## src/rtl/texture_sampler.sv

```systemverilog
//------------------------------------------------------------------------------
// Module   : texture_sampler
// Purpose  : Three-stage texel fetch pipeline from the texture RAM read port
//            that emits optionally shaded RGB444 pixels. Build macro:
//            TEX_SHADE_EN enables per-pixel brightness scaling.
// Revision : 1.0 - initial release
//------------------------------------------------------------------------------
`default_nettype none

module texture_sampler #(
  parameter int          ADDR_WIDTH     = 22,
  parameter int          COLOR_WIDTH    = 12,
  parameter int          TILE_BITS      = 4,
  parameter int          ATLAS_COL_BITS = 2,
  parameter logic [11:0] KEY_COLOR      = 12'hF0F
) (
  input  logic                          clk,
  input  logic                          rst,
  input  logic                          in_valid,
  output logic                          in_ready,
  input  logic [2*ATLAS_COL_BITS-1:0]   in_tile,
  input  logic [TILE_BITS-1:0]          in_u,
  input  logic [TILE_BITS-1:0]          in_v,
  input  logic [1:0]                    in_shade,
  input  logic                          in_last,
  output logic [ADDR_WIDTH-1:0]         raddr,
  input  logic [COLOR_WIDTH-1:0]        rcolor,
  output logic                          out_valid,
  input  logic                          out_ready,
  output logic [COLOR_WIDTH-1:0]        out_color,
  output logic                          out_transparent,
  output logic                          out_last
);

  localparam int LIN_W = 2 * TILE_BITS + 2 * ATLAS_COL_BITS;

  logic                   adv;
  logic [LIN_W-1:0]       lin_addr;
  logic [COLOR_WIDTH-1:0] texel;
  logic [COLOR_WIDTH-1:0] shaded;

  logic [ADDR_WIDTH-1:0]  raddr_q, raddr_d;
  logic                   v1_q, v1_d;
  logic                   last1_q, last1_d;
  logic                   v2_q, v2_d;
  logic                   last2_q, last2_d;
  logic                   stall_q, stall_d;
  logic [COLOR_WIDTH-1:0] hold_q, hold_d;
  logic                   out_valid_q, out_valid_d;
  logic [COLOR_WIDTH-1:0] out_color_q, out_color_d;
  logic                   out_transparent_q, out_transparent_d;
  logic                   out_last_q, out_last_d;

`ifdef TEX_SHADE_EN
  logic [1:0]             shade1_q, shade1_d;
  logic [1:0]             shade2_q, shade2_d;

  function automatic logic [3:0] shade_ch(input logic [3:0] c, input logic [1:0] s);
    logic [5:0] prod;
    prod = {2'b00, c} * {3'b000, 3'd4 - {1'b0, s}};
    return prod[5:2];
  endfunction
`else
  logic unused_shade;
  assign unused_shade = ^in_shade;
`endif

  assign adv      = !out_valid_q || out_ready;
  assign in_ready = adv;

  // Atlas layout: {tile row, v, tile column, u} forms the linear texel index.
  assign lin_addr = {in_tile[2*ATLAS_COL_BITS-1:ATLAS_COL_BITS], in_v,
                     in_tile[ATLAS_COL_BITS-1:0], in_u};

  // After a stalled clock the RAM has already re-read the held raddr, which
  // belongs to the S1 pixel, so the S2 texel comes from the hold register.
  assign texel = stall_q ? hold_q : rcolor;

  always_comb begin
`ifdef TEX_SHADE_EN
    shaded = {shade_ch(texel[11:8], shade2_q),
              shade_ch(texel[7:4],  shade2_q),
              shade_ch(texel[3:0],  shade2_q)};
`else
    shaded = texel;
`endif
  end

  always_comb begin
    raddr_d           = raddr_q;
    v1_d              = v1_q;
    last1_d           = last1_q;
    v2_d              = v2_q;
    last2_d           = last2_q;
    stall_d           = !adv;
    hold_d            = texel;
    out_valid_d       = out_valid_q;
    out_color_d       = out_color_q;
    out_transparent_d = out_transparent_q;
    out_last_d        = out_last_q;
`ifdef TEX_SHADE_EN
    shade1_d          = shade1_q;
    shade2_d          = shade2_q;
`endif
    if (adv) begin
      raddr_d           = ADDR_WIDTH'(lin_addr);
      v1_d              = in_valid;
      last1_d           = in_last;
      v2_d              = v1_q;
      last2_d           = last1_q;
      out_valid_d       = v2_q;
      out_color_d       = shaded;
      out_transparent_d = (texel == KEY_COLOR);
      out_last_d        = last2_q;
`ifdef TEX_SHADE_EN
      shade1_d          = in_shade;
      shade2_d          = shade1_q;
`endif
    end
  end

  always_ff @(posedge clk) begin
    if (rst) begin
      raddr_q           <= '0;
      v1_q              <= 1'b0;
      last1_q           <= 1'b0;
      v2_q              <= 1'b0;
      last2_q           <= 1'b0;
      stall_q           <= 1'b0;
      hold_q            <= '0;
      out_valid_q       <= 1'b0;
      out_color_q       <= '0;
      out_transparent_q <= 1'b0;
      out_last_q        <= 1'b0;
`ifdef TEX_SHADE_EN
      shade1_q          <= 2'd0;
      shade2_q          <= 2'd0;
`endif
    end else begin
      raddr_q           <= raddr_d;
      v1_q              <= v1_d;
      last1_q           <= last1_d;
      v2_q              <= v2_d;
      last2_q           <= last2_d;
      stall_q           <= stall_d;
      hold_q            <= hold_d;
      out_valid_q       <= out_valid_d;
      out_color_q       <= out_color_d;
      out_transparent_q <= out_transparent_d;
      out_last_q        <= out_last_d;
`ifdef TEX_SHADE_EN
      shade1_q          <= shade1_d;
      shade2_q          <= shade2_d;
`endif
    end
  end

  assign raddr           = raddr_q;
  assign out_valid       = out_valid_q;
  assign out_color       = out_color_q;
  assign out_transparent = out_transparent_q;
  assign out_last        = out_last_q;

endmodule

`default_nettype wire

```

## config.mk

```make
export PLATFORM = sky130hd
export DESIGN_NAME = texture_sampler
export DESIGN_NICKNAME = d
export VERILOG_FILES = /design/src/rtl/texture_sampler.sv
export SDC_FILE = /design/constraint.sdc
export NUM_CORES = 1
export LEC_CHECK = 0
export CORE_MARGIN = 5
export CORE_UTILIZATION = 45
export DETAILED_ROUTE_END_ITERATION = 8
export GPL_TIMING_DRIVEN = 0
export PLACE_DENSITY = 0.88
export SYNTH_ARGS = -nofsm -noshare
export SYNTH_HDL_FRONTEND = slang
export SYNTH_SLANG_ARGS = --single-unit
```

## constraint.sdc

```tcl
create_clock -name clk -period 2.7 [get_ports clk]
set_input_delay 0.81 -clock clk [delete_from_list [all_inputs] [get_ports clk]]
set_output_delay 0.81 -clock clk [all_outputs]
set_load 0.03 [all_outputs]
```

==> results.sh <==
export IMPL_arrival_ns=1.86
export IMPL_diodes=0
export IMPL_period_needed_ns=2.67
export IMPL_grt_pass1_wl_um=5830
export IMPL_crit_path_start_kind="input pin"
export IMPL_dpl_hpwl_um=2760
export IMPL_clock_latency_ns=0.34
export IMPL_vias=1392
export IMPL_dieArea_mm2=0.00494
export IMPL_seq_area_frac_synth_pct=53.9
export IMPL_drive_above_1_share_pct=12.9
export IMPL_finalHoldViolCount=0
export IMPL_max_slew_worst_pin_slew_ns=0.511
export IMPL_synth_area_mm2=0.00163
export IMPL_crit_type="input pin to primary output"
export IMPL_place_inst=288
export IMPL_drt_wl_total_um=3680
export IMPL_grt_max_degree=17
export IMPL_setup_viol=0
export IMPL_first_pass_iters=4
export IMPL_cts_setup_buffers=0
export IMPL_overflow=0
export IMPL_yosys_top_cells_area="dfxtp_1, nand2_1, mux2i_1"
export IMPL_cts_buffer_depth=2
export IMPL_min_path_type="register to register"
export IMPL_cp_max_fo=16
export IMPL_cts_htree_levels=2
export IMPL_crit_chain="clkdlybuf4s50_1, nor2b_2, inv_4, clkdlybuf4s15_2"
export IMPL_syn_inst=178
export IMPL_routed_via_density=4.72
export IMPL_clock_tree_root_cell="clkbuf_4"
export IMPL_drtAntennaViolNets=0
export IMPL_core_mm2=0.00342
export IMPL_final_area_mm2=0.00234
export IMPL_routedWlPerCell_um=12.5
export IMPL_ys_types=25
export IMPL_slew_violations=0
export IMPL_cp_end_kind="primary output"
export IMPL_cts_tree="yes"
export IMPL_total_power_mw=1.26
export IMPL_placed_cell_area_mm2=0.00228
export IMPL_rsz0062_at_grt="no"
export IMPL_track_usage_pct=14.7
export IMPL_yosys_register_bits=44
export IMPL_period_share_pct=98.7
export IMPL_fin_nets=279
export IMPL_io_buffers=55
export IMPL_max_freq_mhz=375
export IMPL_drc_errors=0
export IMPL_slew_headroom_pct=65.9
export IMPL_die_w_um=70.3
export IMPL_grt_pass1_vias=1323
export IMPL_antenna_found_initial=0
export IMPL_synth_top_area_share_pct=53.9
export IMPL_yosys_area_top_type="dfxtp_1"
export IMPL_die_h_um=70.3
export IMPL_cts_made_buffers=5
export IMPL_critical_path_required_ns=1.89
export IMPL_slowest_stage="clkdlybuf4s50_1"
export IMPL_fin_skew_ns=0.00682
export IMPL_drt_iter0_markers=68
export IMPL_final_cells=295
export IMPL_powerDensity_mw_per_mm2=538
export IMPL_vdd_drop_max_mv=0.265
export IMPL_area_growth_syn_to_layout_pct=43.1
export IMPL_clkTransAtPathRegs_ns=0.11
export IMPL_synth_warnings=0
export IMPL_num_rows=21
export IMPL_cts_sinks=44
export IMPL_whs_ns=0.457
export IMPL_outcome="finished clean"
export IMPL_fillers=292
export IMPL_pin_count=69
export IMPL_start_util_pct=47.8
export IMPL_p_leak_nw=0.952
export IMPL_max_cap_violations=0
export IMPL_cpPeakStageDelay_ns=0.41
export IMPL_syn_area_per_cell_um2=9.18
export IMPL_routabilityCongestion=0.866
==> placed cells by master, fill, tap and decap left out <==
| master | netlist | routed |
|---|---|---|
| clkdlybuf4s50_1 | 0 | 54 |
| mux2_1 | 1 | 1 |
| nand4_1 | 2 | 2 |
| or2_4 | 1 | 1 |
| nor4_1 | 2 | 2 |
| o22a_1 | 6 | 6 |
| dfxtp_1 | 44 | 44 |
| clkbuf_4 | 0 | 5 |
| buf_1 | 1 | 1 |
| nand3b_1 | 1 | 1 |
| a211oi_1 | 4 | 4 |
| a21oi_1 | 19 | 19 |
| nor2_2 | 1 | 1 |
| clkbuf_8 | 0 | 1 |
| buf_6 | 1 | 1 |
| o41ai_2 | 1 | 1 |
| buf_4 | 11 | 11 |
| inv_4 | 0 | 1 |
| conb_1 | 1 | 10 |
| mux2i_1 | 12 | 12 |
| nor3_1 | 1 | 1 |
| nor2b_1 | 2 | 1 |
| clkdlybuf4s15_2 | 0 | 1 |
| nor2_1 | 17 | 17 |
| o21ai_0 | 1 | 1 |
| clkbuf_1 | 1 | 1 |
| nand2_1 | 39 | 39 |
| buf_2 | 7 | 6 |
| inv_1 | 1 | 1 |
| clkinv_2 | 0 | 2 |
| nor2b_2 | 0 | 1 |
==> cell usage after synthesis (all sizes together) <==
cell    instances
o41ai           1
nor2b           2
buf            20
nor2           18
clkbuf          1
a211oi          4
mux2            1
o21ai           1
mux2i          12
or2             1
a21oi          19
inv             2
nor3            1
dfxtp          44
nand3b          1
conb            1
o22a            6
nor4            2
nand4           2
nand2          39
==> registers in the layout, indices dropped and copies added (netlist names) <==
signal / count
hold_q: 12
last1_q: 1
last2_q: 1
out_color: 12
out_last: 1
out_transparent: 1
out_valid: 1
raddr: 12
stall_q: 1
v1_q: 1
v2_q: 1
==> power by group <==
part / leakage (nW) / switching [mW] / total (mW) / internal (mW)
logic: 0.548 / 0.122 / 0.231 / 0.109
clock network: 0.0380 / 0.199 / 0.323 / 0.124
registers: 0.365 / 0.0173 / 0.704 / 0.686
==> timing repair <==
action                                  in CTS  in global routing
endpoints found under the setup margin       1                  0
resized for setup                            5                  0
hold buffers                                 0                  0
==> worst max-delay path: cells and delay by family <==
family | cells | cell delay (ns)
simple gates | 1 | 0.21
buf+inv | 3 | 0.83
==> metrics by stage <==
| stage | util (%) | TNS [ns] | setup slack, ns |
|---|---|---|---|
| floorplan | - | 0 | 0.573 |
| global placement | 66.6 | -0.519 | -0.519 |
| detailed placement | 66.6 | -0.528 | -0.528 |
| CTS | 68.5 | 0 | 0.0276 |
| global route | 68.5 | 0 | 0.00541 |
| finish | 68.5 | 0 | 0.0347 |
==> metal layers <==
metal  vias to the layer above  wire length [um]  global-route usage (%)
li1                        718                 -                       -
met1                       639              1580                    16.9
met2                        33              1860                    25.5
met3                         2               201                    3.59
met4                         0                38                    6.38
met5                         -                 0                       0
==> cell type report <==
class                      count  area (um^2)  share of cell area, %
sequential                    44          881                   37.7
clock buffer                   6         51.3                   2.19
multi-input combinational    120          646                   27.6
inverter                       2         10.0                  0.428
tap                           46         57.6                   2.46
clock inverter                 2         10.0                  0.428
buffer                        20          131                   5.62
timing repair buffer          55          552                   23.6
==> worst paths after layout <==
check	cells after the start	slack (ns)	to	start
setup / recovery	4	0.03	in_ready	out_ready
hold / removal	2	0.46	out_color[8]$_SDFFE_PP0N_	out_color[8]$_SDFFE_PP0N_
setup reg to reg	4	1.40	raddr[0]$_SDFFE_PP0N_	out_valid$_SDFFE_PP0N_
hold reg to reg	2	0.46	out_color[8]$_SDFFE_PP0N_	out_color[8]$_SDFFE_PP0N_
==> logic make-up (layout without fill, tap and decap cells) <==
kind of cell,Yosys count,count (layout),synth area share [%]
other,1,10,0.229
buffers and inverters,23,85,8.80
flip-flops,44,44,53.9
AND/OR/NAND/NOR,66,66,16.8
multiplexers,13,13,8.04
AO/OA/AOI/OAI,31,31,12.2
Power figures use the tool's default switching activity.
